===== config.mk =====
export PLATFORM = sky130hd
export DESIGN_NAME = imem_loader
export DESIGN_NICKNAME = d
export VERILOG_FILES = /design/src/rtl/imem_loader_pkg.sv /design/src/rtl/imem_loader_packer.sv /design/src/rtl/imem_loader.sv
export SDC_FILE = /design/constraint.sdc
export NUM_CORES = 1
export LEC_CHECK = 0
export CAP_MARGIN = 20
export CORE_ASPECT_RATIO = 0.8
export CORE_MARGIN = 2
export CORE_UTILIZATION = 25
export CTS_CLUSTER_DIAMETER = 80
export CTS_CLUSTER_SIZE = 28
export DETAILED_ROUTE_END_ITERATION = 8
export DONT_BUFFER_PORTS = 1
export GPL_TIMING_DRIVEN = 1
export PLACE_DENSITY_LB_ADDON = 0.2
export REMOVE_ABC_BUFFERS = 1
export SYNTH_ARGS = -nofsm -noshare
export SYNTH_HDL_FRONTEND = slang
export SYNTH_HIERARCHICAL = 1
export SYNTH_SLANG_ARGS = --single-unit

===== constraint.sdc =====
create_clock -name Clk -period 6.1 [get_ports Clk]
set_input_delay 1.22 -clock Clk [delete_from_list [all_inputs] [get_ports Clk]]
set_output_delay 1.22 -clock Clk [all_outputs]
set_load 0.02 [all_outputs]

===== src/rtl/imem_loader_pkg.sv =====
// ============================================================================
// imem_loader_pkg : state encoding and constants for the instruction loader
// Rev 1.0
// ============================================================================
`default_nettype none

package imem_loader_pkg;

  typedef enum logic [2:0] {
    ST_IDLE  = 3'd0,
    ST_RECV  = 3'd1,
    ST_WRITE = 3'd2,
    ST_CHECK = 3'd3,
    ST_DONE  = 3'd4
  } state_e;

  localparam int          BYTES_PER_WORD = 4;

  localparam state_e      RST_STATE = ST_IDLE;
  localparam logic [31:0] RST_WORD  = 32'h0000_0000;
  localparam logic        RST_BIT   = 1'b0;

endpackage

`default_nettype wire


===== src/rtl/imem_loader_packer.sv =====
// ============================================================================
// byte_packer : shifts stream bytes into a big-endian 32-bit word
// Rev 1.0
// ============================================================================
`default_nettype none

module byte_packer
  import imem_loader_pkg::*;
(
  input  logic        clk_i,
  input  logic        rst_i,
  input  logic        clear_i,
  input  logic        shift_i,
  input  logic [7:0]  byte_i,
  output logic        complete_o,
  output logic [31:0] word_o
);

  // Only the three earlier bytes need storage; the fourth is taken straight
  // from the input so the word is available on the accepting edge.
  logic [23:0] shift_q;
  logic [1:0]  cnt_q;

  always_ff @(posedge clk_i or posedge rst_i) begin
    if (rst_i) begin
      shift_q <= RST_WORD[23:0];
      cnt_q   <= 2'd0;
    end else if (clear_i) begin
      shift_q <= RST_WORD[23:0];
      cnt_q   <= 2'd0;
    end else if (shift_i) begin
      shift_q <= {shift_q[15:0], byte_i};
      cnt_q   <= cnt_q + 2'd1;
    end
  end

  assign complete_o = shift_i && (cnt_q == 2'(BYTES_PER_WORD - 1));
  assign word_o     = {shift_q, byte_i};

endmodule

`default_nettype wire


===== src/rtl/imem_loader.sv =====
// ============================================================================
// imem_loader : byte-stream instruction memory loader, holds the core meanwhile
// Optional trailing XOR checksum byte when LOADER_CHECKSUM_EN is defined.
// Rev 1.0
// ============================================================================
`default_nettype none

module imem_loader
  import imem_loader_pkg::*;
#(
  parameter int DEPTH = 512
) (
  input  logic        Clk,
  input  logic        Reset,
  input  logic        Start,
  input  logic [31:0] BaseAddress,
  input  logic [15:0] WordCount,
  input  logic [7:0]  ByteIn,
  input  logic        ByteValid,
  output logic        ByteReady,
  output logic        WrEn,
  output logic [31:0] WrAddress,
  output logic [31:0] WrData,
  output logic        CpuHold,
  output logic        Busy,
  output logic        Done,
  output logic        Error
);

  state_e      state_q;
  logic [31:0] base_q;
  logic [15:0] count_q;
  logic [15:0] idx_q;
  logic        ready_q;
  logic        wren_q;
  logic [31:0] wraddr_q;
  logic [31:0] wrdata_q;
  logic        busy_q;
  logic        done_q;
  logic        error_q;
`ifdef LOADER_CHECKSUM_EN
  logic [7:0]  csum_q;
`endif

  logic        w_accept;
  logic        w_shift;
  logic        w_clear;
  logic        w_word_done;
  logic [31:0] w_word;
  logic [31:0] w_addr;
  logic [32:0] w_word_index;
  logic        w_overflow;
  logic [16:0] w_idx_inc;

  assign w_accept = ByteValid && ready_q;
  assign w_shift  = w_accept && (state_q == ST_RECV);
  assign w_clear  = Start && (state_q == ST_IDLE);

  byte_packer u_packer (
    .clk_i      (Clk),
    .rst_i      (Reset),
    .clear_i    (w_clear),
    .shift_i    (w_shift),
    .byte_i     (ByteIn),
    .complete_o (w_word_done),
    .word_o     (w_word)
  );

  // Address wraps modulo 2^32; the range check is done in 33 bits so a
  // base near the top of the address space cannot alias back into range.
  assign w_addr       = base_q + {14'd0, idx_q, 2'b00};
  assign w_word_index = {3'd0, base_q[31:2]} + {17'd0, idx_q};
  assign w_overflow   = (w_word_index >= 33'(DEPTH));
  assign w_idx_inc    = {1'b0, idx_q} + 17'd1;

  always_ff @(posedge Clk or posedge Reset) begin
    if (Reset) begin
      state_q  <= RST_STATE;
      base_q   <= RST_WORD;
      count_q  <= 16'd0;
      idx_q    <= 16'd0;
      ready_q  <= RST_BIT;
      wren_q   <= RST_BIT;
      wraddr_q <= RST_WORD;
      wrdata_q <= RST_WORD;
      busy_q   <= RST_BIT;
      done_q   <= RST_BIT;
      error_q  <= RST_BIT;
`ifdef LOADER_CHECKSUM_EN
      csum_q   <= 8'h00;
`endif
    end else begin
      wren_q <= 1'b0;
      done_q <= 1'b0;
      case (state_q)
        ST_IDLE: begin
          if (Start) begin
            base_q  <= {BaseAddress[31:2], 2'b00};
            count_q <= WordCount;
            idx_q   <= 16'd0;
            error_q <= 1'b0;
            busy_q  <= 1'b1;
`ifdef LOADER_CHECKSUM_EN
            csum_q  <= 8'h00;
`endif
            if (WordCount == 16'd0) begin
`ifdef LOADER_CHECKSUM_EN
              state_q <= ST_CHECK;
              ready_q <= 1'b1;
`else
              state_q <= ST_DONE;
              done_q  <= 1'b1;
`endif
            end else begin
              state_q <= ST_RECV;
              ready_q <= 1'b1;
            end
          end
        end
        ST_RECV: begin
`ifdef LOADER_CHECKSUM_EN
          if (w_shift) csum_q <= csum_q ^ ByteIn;
`endif
          if (w_word_done) begin
            state_q  <= ST_WRITE;
            ready_q  <= 1'b0;
            wren_q   <= !w_overflow;
            wraddr_q <= w_addr;
            wrdata_q <= w_word;
            if (w_overflow) error_q <= 1'b1;
          end
        end
        ST_WRITE: begin
          idx_q <= w_idx_inc[15:0];
          if (w_idx_inc < {1'b0, count_q}) begin
            state_q <= ST_RECV;
            ready_q <= 1'b1;
          end else begin
`ifdef LOADER_CHECKSUM_EN
            state_q <= ST_CHECK;
            ready_q <= 1'b1;
`else
            state_q <= ST_DONE;
            done_q  <= 1'b1;
`endif
          end
        end
`ifdef LOADER_CHECKSUM_EN
        ST_CHECK: begin
          if (w_accept) begin
            ready_q <= 1'b0;
            if (ByteIn != csum_q) error_q <= 1'b1;
            state_q <= ST_DONE;
            done_q  <= 1'b1;
          end
        end
`endif
        ST_DONE: begin
          busy_q  <= 1'b0;
          state_q <= ST_IDLE;
        end
        default: begin
          state_q <= ST_IDLE;
          ready_q <= 1'b0;
          busy_q  <= 1'b0;
        end
      endcase
    end
  end

  assign ByteReady = ready_q;
  assign WrEn      = wren_q;
  assign WrAddress = wraddr_q;
  assign WrData    = wrdata_q;
  assign Busy      = busy_q;
  assign CpuHold   = busy_q;
  assign Done      = done_q;
  assign Error     = error_q;

endmodule

`default_nettype wire


* Word-level counts from Yosys, hierarchy flattened
Cells that the tools add are included.
** Storage, ports and cells
- Register bits :: 160
- Input port bits :: 60
- Output and inout bits :: 70
- Word-level logic and storage cells :: 76
** Operators by class
- Add/subtract/negate cells :: 4
- Magnitude comparators :: 2
- Equality and inequality tests :: 9
- Muxes and demuxes :: 28
- Bitwise logic cells :: 2
- Reductions and logical operators :: 18
** Operator list (count)
- $mux W24 :: 2
- $add A32 B18 Y32 :: 1
- $pmux W16 S2 :: 1
- $add A30 B16 Y31 :: 1
- $ge A31 B10 Y1 const B :: 1
- $add A16 B1 Y17 const B :: 1
- $lt A17 B16 Y1 :: 1
- $logic_not A16 Y1 :: 1
- $mux W16 :: 1
- $mux W1 :: 13
- $mux W3 :: 4
- $reduce_and A2 Y1 :: 5
- $pmux W3 S3 :: 1
- $ne A2 B2 Y1 const B :: 4
- $pmux W1 S2 :: 3
- $reduce_bool A2 Y1 :: 3
- $reduce_and A5 Y1 :: 1
- $logic_and A1 B1 Y1 :: 4
- $mux W2 :: 2
- $pmux W1 S4 :: 1
- $reduce_and A4 Y1 :: 1
- $eq A3 B1 Y1 const B :: 1
- $eq A3 B2 Y1 const B :: 1
- $eq A3 B3 Y1 const B :: 1
- 7 further kinds :: 8

* Longest topological paths before layout
Gate-level depths: netlist of the first run.
- Depth after elaboration :: 5
- Gate-level depth with buffers :: 15
- Gate-level depth less buffers :: 14

* Modules after synthesis
The synthesis of the first run kept the hierarchy.
** Modules (own cells, without submodules)
- imem_loader :: times used 1, cells each 870, area each 7407.1 um^2, sequential area each 3303.2 um^2
- byte_packer :: times used 1, cells each 95, area each 1158.6 um^2, sequential area each 650.6 um^2

* Least setup slack after synthesis of the first run
Ideal clock, no wire load.
- Kind :: register -> register
- Start :: reg idx_q[0]
- End :: reg done_q, in the netlist Done
- Setup time :: 0.132 ns
- Arrival :: 2.963 ns
- Data required time :: 5.968 ns
- Setup slack :: 3.005 ns
- Cell stages (with the launch flop) :: 16
- Buffers on the path :: 1
- Period minus slack after synthesis :: 3.095 ns
- Path through :: dfrtp_1 -> ha_1 -> nand3_1 -> nor3_1 -> and3_1 -> clkbuf_1 -> nand3_1 -> nor2_1 -> xor2_1 -> ha_1 -> a21o_1 -> a21oi_1 -> o21ai_0 -> a21oi_1 -> a21oi_1 -> o21bai_1
** Between the ends
- Word-level cells in the longest chain between the ends :: 4
** RTL lines
- start: declaration :: line imem_loader.sv:33 : logic [15:0] idx_q;
- start signal: assignment :: line imem_loader.sv:134 : idx_q <= w_idx_inc[15:0];
- $add A16 B1 Y17 :: line imem_loader.sv:74 : assign w_idx_inc = {1'b0, idx_q} + 17'd1;
- $lt A17 B16 Y1 :: line imem_loader.sv:135 : if (w_idx_inc < {1'b0, count_q}) begin
- $mux W1 :: line imem_loader.sv:135
- $pmux W1 S2 :: line imem_loader.sv:95 : case (state_q)
- end signal: assignment :: line imem_loader.sv:87 : done_q <= RST_BIT;
- end signal: assignment :: line imem_loader.sv:94 : done_q <= 1'b0;
- end signal: assignment :: line imem_loader.sv:144 : done_q <= 1'b1;
- end: declaration :: line imem_loader.sv:39 : logic done_q;
No other way between the ends.
A chain may end at the register's enable or synchronous reset.

* Final worst setup path of the first run
Same ends and word-level chain as after synthesis.

==> results of run 1 <==
registers in the layout, indices dropped and copies added (netlist names):
name              cells
base_q               30
Done                  1
Busy                  1
Error                 1
idx_q                16
WrAddress            30
state_q               3
WrEn                  1
ByteReady             1
WrData               32
u_packer/cnt_q        2
u_packer/shift_q     24
count_q              16
how the worst max path moves through the flow:
stage               startpoint             to  slack [ns]  cells past startpoint
finish                idx_q[0]           Done        2.45                     14
global route          idx_q[0]     state_q[2]        2.12                     14
CTS                   idx_q[0]           Done        2.43                     14
detailed placement   ByteValid  WrAddress[22]        2.16                      7
global placement     ByteValid  WrAddress[22]        2.17                      7
floorplan            ByteValid  WrAddress[20]        0.69                      5
worst reg2reg max path, stage by stage, from the launching register on:
cell	delay (ns)
dfrtp_1	0.52
ha_1	0.24
nand3_1	0.14
nor3_1	0.45
and3_1	0.33
nand3_1	0.20
nor2_1	0.18
xor2_1	0.24
ha_1	0.29
a21o_1	0.19
a21oi_1	0.13
o21ai_0	0.11
a21oi_1	0.17
a21oi_1	0.14
o21bai_1	0.20
cells in the mapped netlist (4+ instances only):
cell / count / area, um^2
buf_6: 7 / 78.83
inv_1: 32 / 120.1
a31oi_1: 4 / 25.02
xnor2_1: 23 / 201.4
nand3b_1: 4 / 30.03
buf_4: 12 / 90.09
nand2_1: 266 / 998.5
ha_1: 33 / 412.9
a21oi_1: 26 / 130.1
dfrtp_1: 158 / 3954
xor2_1: 18 / 157.7
o2111ai_1: 5 / 43.79
clkbuf_1: 28 / 105.1
and2_1: 4 / 25.02
nand4_1: 10 / 62.56
o31ai_1: 6 / 45.04
nand3_1: 31 / 155.2
a21o_1: 6 / 45.04
o21ai_0: 77 / 385.4
a22o_1: 8 / 70.07
buf_1: 5 / 18.77
o21a_1: 5 / 37.54
nor4_1: 7 / 43.79
mux2i_1: 26 / 260.3
nor2_1: 69 / 259.0
and3_1: 10 / 62.56
buf_2: 5 / 25.02
nor3_1: 8 / 40.04
a211oi_1: 5 / 37.54
layer usage:
metal  GRT usage [%]  wire length (um)
met1           19.08             11620
met2           20.00              9992
met3           4.589              1490
met4           3.276               142
met5               0                 0
cell type report:
| type | count | area, um^2 |
|---|---|---|
| Timing Repair Buffer | 7 | 72.57 |
| Sequential cell | 158 | 3954 |
| Clock buffer | 21 | 470.5 |
| Multi-Input combinational cell | 715 | 4134 |
| Tap cell | 434 | 543.0 |
| Inverter | 33 | 130.1 |
| Clock inverter | 11 | 132.6 |
| Fill cell | 3584 | 24270 |
power groups by stage:
stage / logic (W) / registers, W / clock network [W]
6_report: 0.00124 / 0.00206 / 0.00110
5_1_grt: 0.00145 / 0.00213 / 0.00120
4_1_cts: 0.00126 / 0.00207 / 0.00115
3_5_place_dp: 0.00125 / 0.00209 / 0
3_3_place_gp: 0.00123 / 0.00209 / 0
2_1_floorplan: 0.000972 / 0.00195 / 0
stage by stage:
stage | worst slack [ns] | hold WS [ns] | area [um^2] | utilization (%) | total power [W]
after floorplan | 0.6884 | 0.4380 | 8198 | - | 0.002920
after global routing | 2.123 | 0.4983 | 9437 | 28.00 | 0.004775
after CTS | 2.434 | 0.4731 | 9429 | 27.97 | 0.004486
after global placement | 2.172 | 0.4528 | 8798 | 26.10 | 0.003314
final | 2.445 | 0.4664 | 9437 | 28.00 | 0.004398
after detailed placement | 2.161 | 0.4582 | 8826 | 26.18 | 0.003339
logic make-up (layout without fill, tap and decap cells):
group                      count (synthesis)  count (layout)
DFF                                      158             158
muxes                                     26              26
other                                      1               2
buffers and inverters                     93              72
and+or+nand+nor                          431             431
AOI/OAI and AO/OA                        181             181
xor gates and xnor gates                  41              41
adders and majority gates                 34              34
cell usage in the layout, fill, tap and decap left out, drive strengths merged, types with 10 or more instances in the layout:
master | synthesis | layout
xor2 | 18 | 18
and3 | 10 | 10
clkbuf | 29 | 21
a21oi | 27 | 27
nand2 | 266 | 266
o21ai | 80 | 80
xnor2 | 23 | 23
ha | 33 | 33
mux2i | 26 | 26
inv | 32 | 34
nand4 | 10 | 10
nor2 | 70 | 70
nand3 | 32 | 32
dfrtp | 158 | 158
==> results.yml, run 1 <==
setup_path:
  reg2reg_from: "idx_q[0]"
  crit_buf_inv: 0
  arrival_ns: 3.95
  worstSetupPathType: "reg2reg"
  cp_top_family: "simple AND/OR/NAND/NOR gates"
  rrSetupSlack_ns: 2.45
  rr_worst_depth: 14
  cp_max_fo: 7
  max_stage_delay_ns: 0.52
  worstPathRequired_ns: 6.40
  crit_chain: "ha_1 > nand3_1 > nor3_1 > and3_1 > nand3_1 > nor2_1 > xor2_1 > ha_1 > a21o_1 > a21oi_1 > o21ai_0 > a21oi_1 > a21oi_1 > o21bai_1"
  crit_path_top_delay_cell: "dfrtp_1"
  cp-end-kind: "register"
  cpMostUsedCell: "a21oi_1"
  startpoint_type: "register"
  worstReg2RegEnd: "Done"
job:
  drv_cap: 0
sta:
  slew_headroom_pct: 35.21
  hold_viol: 0
  drv_slew: 0
  fin_setup_tns_ns: 0
  min_period_ns: 3.655
  worst_pin_slew_ns: 0.9718
  max_freq_mhz: 273.6
  grt_setup_unrepaired: "false"
  period_share_pct: 59.91
  finClkSkew_ns: 0.01923
  setup_viol: 0
floorplanning:
  die_h_um: 169.6
  coreArea_mm2: 0.03371
  die_area_mm2: 0.03577
  ios: 130
  start_util_pct: 25.41
  rows: 60
  die_w_um: 211.0
logic_synthesis:
  ys_seq_area_share_pct: 46.16
  synth_compound_area_share_pct: 13.98
  ys_ff_latch: 158
  yosysUniqueCellTypes: 77
  syn_area_per_cell_um2: 8.876
  synthMuxAreaShare_pct: 3.038
  synth-xor-area-share_pct: 4.192
  synth_warnings: 6
  async_flop_share_pct: 100.0
  synth-edff-count: 0
  synth_ff_type: "dfrtp_1"
  syn_area_mm2: 0.008566
  synth_top_family_by_area: "simple AND/OR/NAND/NOR gates"
  synthCells: 965
  synth_fa_ha_area_share_pct: 5.054
  synthSimpleGateAreaFrac_pct: 21.75
global_route:
  grt_usage_pct: 13.59
  grt_max_degree: 95
  antenna_found_initial: 0
  grt_pass1_vias: 6474
  grt_pass1_wl_um: 37630
  grt-ovfl-total: 0
clocking:
  cts_buffers: 17
  cts.sinks: 158
  cts_resized: 0
  cts_tree: "done"
  htree_levels: 4
  cts_setup_buffers: 0
  ctsHoldBuffers: 0
  path_clk_slew_ns: 0.07
  clockBufferDepth: 2
  cts-root-buf: "clkbuf_16"
  clk_latency_ns: 0.44
routing:
  vias: 6400
  first_pass_iters: 5
  viasPerCell: 4.641
  routedWlPerCell_um: 16.85
  final_antenna_net_count: 0
  drc: 0
  drt-total-wl_um: 23240
  drt-initial-drc-count: 322
finish:
  layout-drive-gt1-share_pct: 6.561
  nets: 1026
  area_growth_pct: 10.17
  final_cells: 1379
  antenna_cells: 0
pwr:
  p_leak_nw: 4.433
  combPwrFrac_pct: 28.1
  p_int_w: 0.002588
  netSwitchingPower_w: 0.001810
  power.density_mw_per_mm2: 466.1
  swShare_pct: 41.16
  irDropWorstVdd_mv: 0.1975
  power_frac_seq_pct: 46.9
  p_clk_share_pct: 25.0
place:
  dp_cells: 1346
  place_congestion: 0.7834
  portBuffers: 0
  dp_hpwl_um: 16520
hold_path:
  worstHoldEndpoint: "WrData[27]"
  worstHoldStart: "u_packer/shift_q[19]"
  hold_depth: 2
  hp-class: "reg2reg"
run_status:
  status: "finished clean"
Note: power is estimated with default switching activity, not from simulation.
==> inputs of run 2 (changes only) <==
Clock period 6.1 ns to 3.71 ns, I/O delays scaled along.
==> run 2 against run 1 <==
Compared with the run above:
- clock power is 60% higher
- highest routed layer unchanged
- critical path depth unchanged
- final cell count rose by 0.29%
- largest cell class unchanged
- die area unchanged
- largest power group unchanged
==> results.yml, run 2 (synthesized netlist as in run 1, its figures left out) <==
run_status:
  status: "finished clean"
global_route:
  antenna_found_initial: 1
  grt-ovfl-total: 0
  grt_max_degree: 87
  grt_pass1_wl_um: 36950
  grt_pass1_vias: 6359
  grt_usage_pct: 13.33
setup_path:
  startpoint_type: "register"
  max_stage_delay_ns: 0.50
  cp_top_family: "simple AND/OR/NAND/NOR gates"
  cp_max_fo: 7
  cp-end-kind: "register"
  crit_path_top_delay_cell: "dfrtp_1"
  worstPathRequired_ns: 4.02
  crit_chain: "ha_1 > nand3_1 > nor3_1 > and3_1 > nand3_1 > nor2_1 > xor2_1 > ha_1 > a21o_1 > a21oi_1 > o21ai_0 > a21oi_1 > a21oi_1 > o21bai_1"
  crit_buf_inv: 0
  reg2reg_from: "idx_q[0]"
  arrival_ns: 3.67
  worstSetupPathType: "reg2reg"
  cpMostUsedCell: "a21oi_1"
  crit_path_start: "idx_q[0]"
pwr:
  p_leak_nw: 4.433
  netSwitchingPower_w: 0.002995
  p_clk_share_pct: 24.5
  irDropWorstVdd_mv: 0.3240
  p_int_w: 0.004195
  swShare_pct: 41.66
  power.density_mw_per_mm2: 759.8
  combPwrFrac_pct: 28.3
  power_frac_seq_pct: 47.2
finish:
  finish.instance_area_mm2: 0.009463
  fin_util_pct: 28.07
  layout-drive-gt1-share_pct: 6.751
  layout_common_cells: "266 x nand2_1, 158 x dfrtp_1, 77 x o21ai_0"
  nets: 1029
  area_growth_pct: 10.47
  fillers: 3577
  final_common_cell: "nand2_1"
  largest_register_ffs: 32
clocking:
  path_clk_slew_ns: 0.07
  cts-root-buf: "clkbuf_16"
  clk_latency_ns: 0.44
  ctsHoldBuffers: 0
  cts_tree: "done"
  clockBufferDepth: 2
  cts_setup_buffers: 0
  cts_resized: 0
  cts_buffers: 17
  htree_levels: 4
  cts.sinks: 158
floorplanning:
  die_area_mm2: 0.03577
  rows: 60
  coreArea_mm2: 0.03371
  die_w_um: 211.0
  ios: 130
  die_h_um: 169.6
  start_util_pct: 25.41
place:
  dp_hpwl_um: 16740
  portBuffers: 0
  place_congestion: 0.7794
  dpl_cell_area_mm2: 0.008881
  dpl_worst_slack_ns: 0.3810
sta:
  max_freq_mhz: 296.8
  hold_viol: 0
  setup_viol: 0
  slew_headroom_pct: 25.78
  setup_ws_ns: 0.3409
  drv_slew: 0
  period_share_pct: 90.81
  worst_pin_slew_ns: 1.109
  finClkSkew_ns: 0.01309
  min_period_ns: 3.369
  grt_setup_unrepaired: "false"
job:
  drv_cap: 0
hold_path:
  hp-class: "in2async"
routing:
  drt-total-wl_um: 23070
  routedWlPerCell_um: 16.68
  drc: 0
  viasPerCell: 4.603
  drt-initial-drc-count: 412
  first_pass_iters: 5
  final_antenna_net_count: 0
  vias: 6366
-- run 2: changes by cell type in the layout (fill, tap and decap cells not counted), sizes merged --
cell,previous run,this run
bufinv,2,1
clkbuf,21,22
inv,34,35
clkinv,7,2
clkinvlp,1,5
diode,0,1
buf,7,10
-- run 2: worst paths after layout --
path                            cells after the start             endpoint  slack, ns
worst min-delay path                                1  u_packer/shift_q[7]       0.18
max in group asynchronous                           2         WrAddress[8]       2.63
worst min register to register                      2           WrData[30]       0.47
worst max-delay path                               14                 Done       0.34
min in group Clk                                    2            WrData[4]       0.41
worst max register to register                     14                 Done       0.34
-- run 2: through the flow --
stage / hold slack (ns) / std cells / power, W / setup TNS, ns
finish: 0.1842 / 1383 / 0.007190 / 0
global route: 0.1864 / 1383 / 0.007762 / 0
CTS: 0.1767 / 1382 / 0.007314 / 0
detailed placement: 0.4573 / 1350 / 0.005504 / 0
global placement: 0.4550 / 1349 / 0.005453 / 0
floorplan: 0.4380 / 906 / 0.004802 / -132.52
-- run 2: power groups by stage --
stage	combinational, W	clock [W]	sequential, W
finish	0.00204	0.00176	0.00339
global route	0.00236	0.00190	0.00351
CTS	0.00207	0.00183	0.00341
detailed placement	0.00207	0	0.00344
global placement	0.00202	0	0.00343
floorplan	0.00160	0	0.00320
-- run 2: layout make-up --
type | instances | area (um^2) | share of cell area [%]
clock inverters | 10 | 105.1 | 1.111
inverters | 33 | 130.1 | 1.375
repair buffers | 10 | 120.1 | 1.269
clock buffers | 22 | 474.2 | 5.011
diodes | 1 | 2.502 | 0.02644
flip-flops and latches | 158 | 3954 | 41.78
well taps | 434 | 543.0 | 5.738
multi-input cells | 715 | 4134 | 43.69
-- run 2: routing by layer --
metal,track usage [%],vias to the layer above,routed length [um]
li1,-,3213,-
met1,18.39,3031,11310
met2,19.74,108,9805
met3,4.663,14,1744
met4,3.582,0,212
met5,0,-,0
-- run 2: worst register-to-register path, cell delays in order (launching register included) --
cell,delay (ns)
dfrtp_1,0.50
ha_1,0.24
nand3_1,0.14
nor3_1,0.29
and3_1,0.29
nand3_1,0.18
nor2_1,0.17
xor2_1,0.20
ha_1,0.27
a21o_1,0.18
a21oi_1,0.13
o21ai_0,0.11
a21oi_1,0.21
a21oi_1,0.13
o21bai_1,0.19
==> inputs of run 3 (changes only) <==
Settings changed: CAP_MARGIN 20 to not set, CTS_CLUSTER_DIAMETER 80 to 60, SLEW_MARGIN set to 20.
==> run 3 against run 2 <==
Compared with the run above:
- final cell count fell by 0.22%
- sequential share of layout area decreased by 0.077 points
- clock-buffer cell count is 3 lower
- hold slack gained 0.062 ns
- fmax fell by 0.23%
- global-route usage about the same
- largest cell class unchanged
- largest power group unchanged
==> results.yml, run 3 (synthesized netlist as in run 1, its figures left out) <==
run_status:
  status: "finished clean"
floorplanning:
  die_area_mm2: 0.03577
  rows: 60
  start_util_pct: 25.41
  ios: 130
  coreArea_mm2: 0.03371
  die_w_um: 211.0
  die_h_um: 169.6
pwr:
  power.total_w: 0.007363
  p_leak_nw: 4.451
  irDropWorstVdd_mv: 0.3184
  power.density_mw_per_mm2: 776.6
setup_path:
  worstReg2RegEnd: "Done"
  worstSetupPathType: "reg2reg"
  startpoint_type: "register"
  cp_max_fo: 7
  max_stage_delay_ns: 0.51
  cp-end-kind: "register"
  cpMostUsedCell: "a21oi_1"
  crit_chain: "ha_1 > nand3_1 > nor3_1 > and3_1 > nand3_1 > nor2_1 > xor2_1 > ha_1 > a21o_1 > a21oi_1 > o21ai_0 > a21oi_1 > a21oi_1 > o21bai_1"
  reg2reg_from: "idx_q[0]"
  rrSetupSlack_ns: 0.33
  crit_path_top_delay_cell: "dfrtp_1"
  arrival_ns: 3.67
  rr_worst_depth: 14
  worstPathRequired_ns: 4.01
clocking:
  htree_levels: 4
  cts_tree: "done"
  clockBufferDepth: 2
  path_clk_slew_ns: 0.07
  ctsHoldBuffers: 0
  clk_latency_ns: 0.43
  cts-root-buf: "clkbuf_16"
  cts.sinks: 158
  cts_setup_buffers: 0
  cts_buffers: 17
  cts_resized: 0
global_route:
  grt_max_degree: 87
  antenna_found_initial: 2
  grt_usage_pct: 13.34
  grt_pass1_vias: 6443
  grt_pass1_wl_um: 36960
  grt-ovfl-total: 0
sta:
  max_freq_mhz: 296.1
  slew_headroom_pct: 28.89
  grt_setup_unrepaired: "false"
  drv_slew: 0
  period_share_pct: 91.02
  min_period_ns: 3.377
  worst_pin_slew_ns: 1.063
  whs_ns: 0.2459
  hold_viol: 0
  finClkSkew_ns: 0.01426
  setup_viol: 0
routing:
  drt-met1-wl_um: 11550
  routedWlPerCell_um: 16.80
  viasPerCell: 4.619
  drc: 0
  dr.max_layer_used: "met4"
  dr_wl_met3_um: 1657
  drt-initial-drc-count: 379
  vias: 6374
  first_pass_iters: 4
  drt-total-wl_um: 23180
  final_antenna_net_count: 0
  dr_wl_met2_um: 9811
finish:
  area_growth_pct: 10.68
  fillers: 3564
  layout_common_cells: "266 x nand2_1, 158 x dfrtp_1, 77 x o21ai_0"
  final_common_cell: "nand2_1"
  largest_register_ffs: 32
  finish.instance_area_mm2: 0.009480
  nets: 1028
  final_cells: 1380
  layout-drive-gt1-share_pct: 6.462
  fin_util_pct: 28.13
hold_path:
  hp-class: "in2async"
place:
  dp_cells: 1349
  dpl_cell_area_mm2: 0.008853
  portBuffers: 0
  dp_hpwl_um: 16630
  place_congestion: 0.7794
job:
  drv_cap: 0
run 3: report_power, final:
group          internal, W  switching (W)
sequential         0.00240       0.000991
combinational     0.000802        0.00124
clock              0.00119       0.000739
run 3: area by class of cell:
type                       count  area, um^2  share of cell area [%]
clock inverter                10       188.9                   1.993
timing repair buffer           9       92.59                  0.9766
tap                          434       543.0                   5.728
clock buffer                  19       432.9                   4.566
inverter                      33       130.1                   1.373
sequential                   158        3954                   41.71
antenna                        2       5.005                 0.05279
multi-input combinational    715        4134                   43.61
run 3: worst max path at each step:
stage,startpoint,endpoint,slack [ns]
floorplan,ByteValid,WrAddress[20],-1.22
global placement,idx_q[0],Done,0.38
detailed placement,idx_q[0],state_q[2],0.40
CTS,idx_q[0],Done,0.35
global route,idx_q[0],Done,0.06
finish,idx_q[0],Done,0.33
run 3: routing by layer:
layer	GRT usage [%]	up-vias
li1	-	3213
met1	18.42	3050
met2	19.66	102
met3	4.978	9
met4	3.215	0
met5	0	-
run 3: worst max-delay path: cells and delay by family (launching register included):
| family | cells | cell delay (ns) |
|---|---|---|
| compound gates | 6 | 0.93 |
| xor+xnor | 1 | 0.22 |
| fa+ha+maj | 2 | 0.52 |
| flops | 1 | 0.51 |
| simple gates | 5 | 1.07 |
run 3: stage by stage:
| stage | TNS [ns] | worst slack, ns |
|---|---|---|
| final | 0 | 0.3331 |
| after global routing | 0 | 0.06325 |
| after CTS | 0 | 0.3475 |
| after detailed placement | 0 | 0.3967 |
| after global placement | 0 | 0.3804 |
| after floorplan | -132.52 | -1.224 |
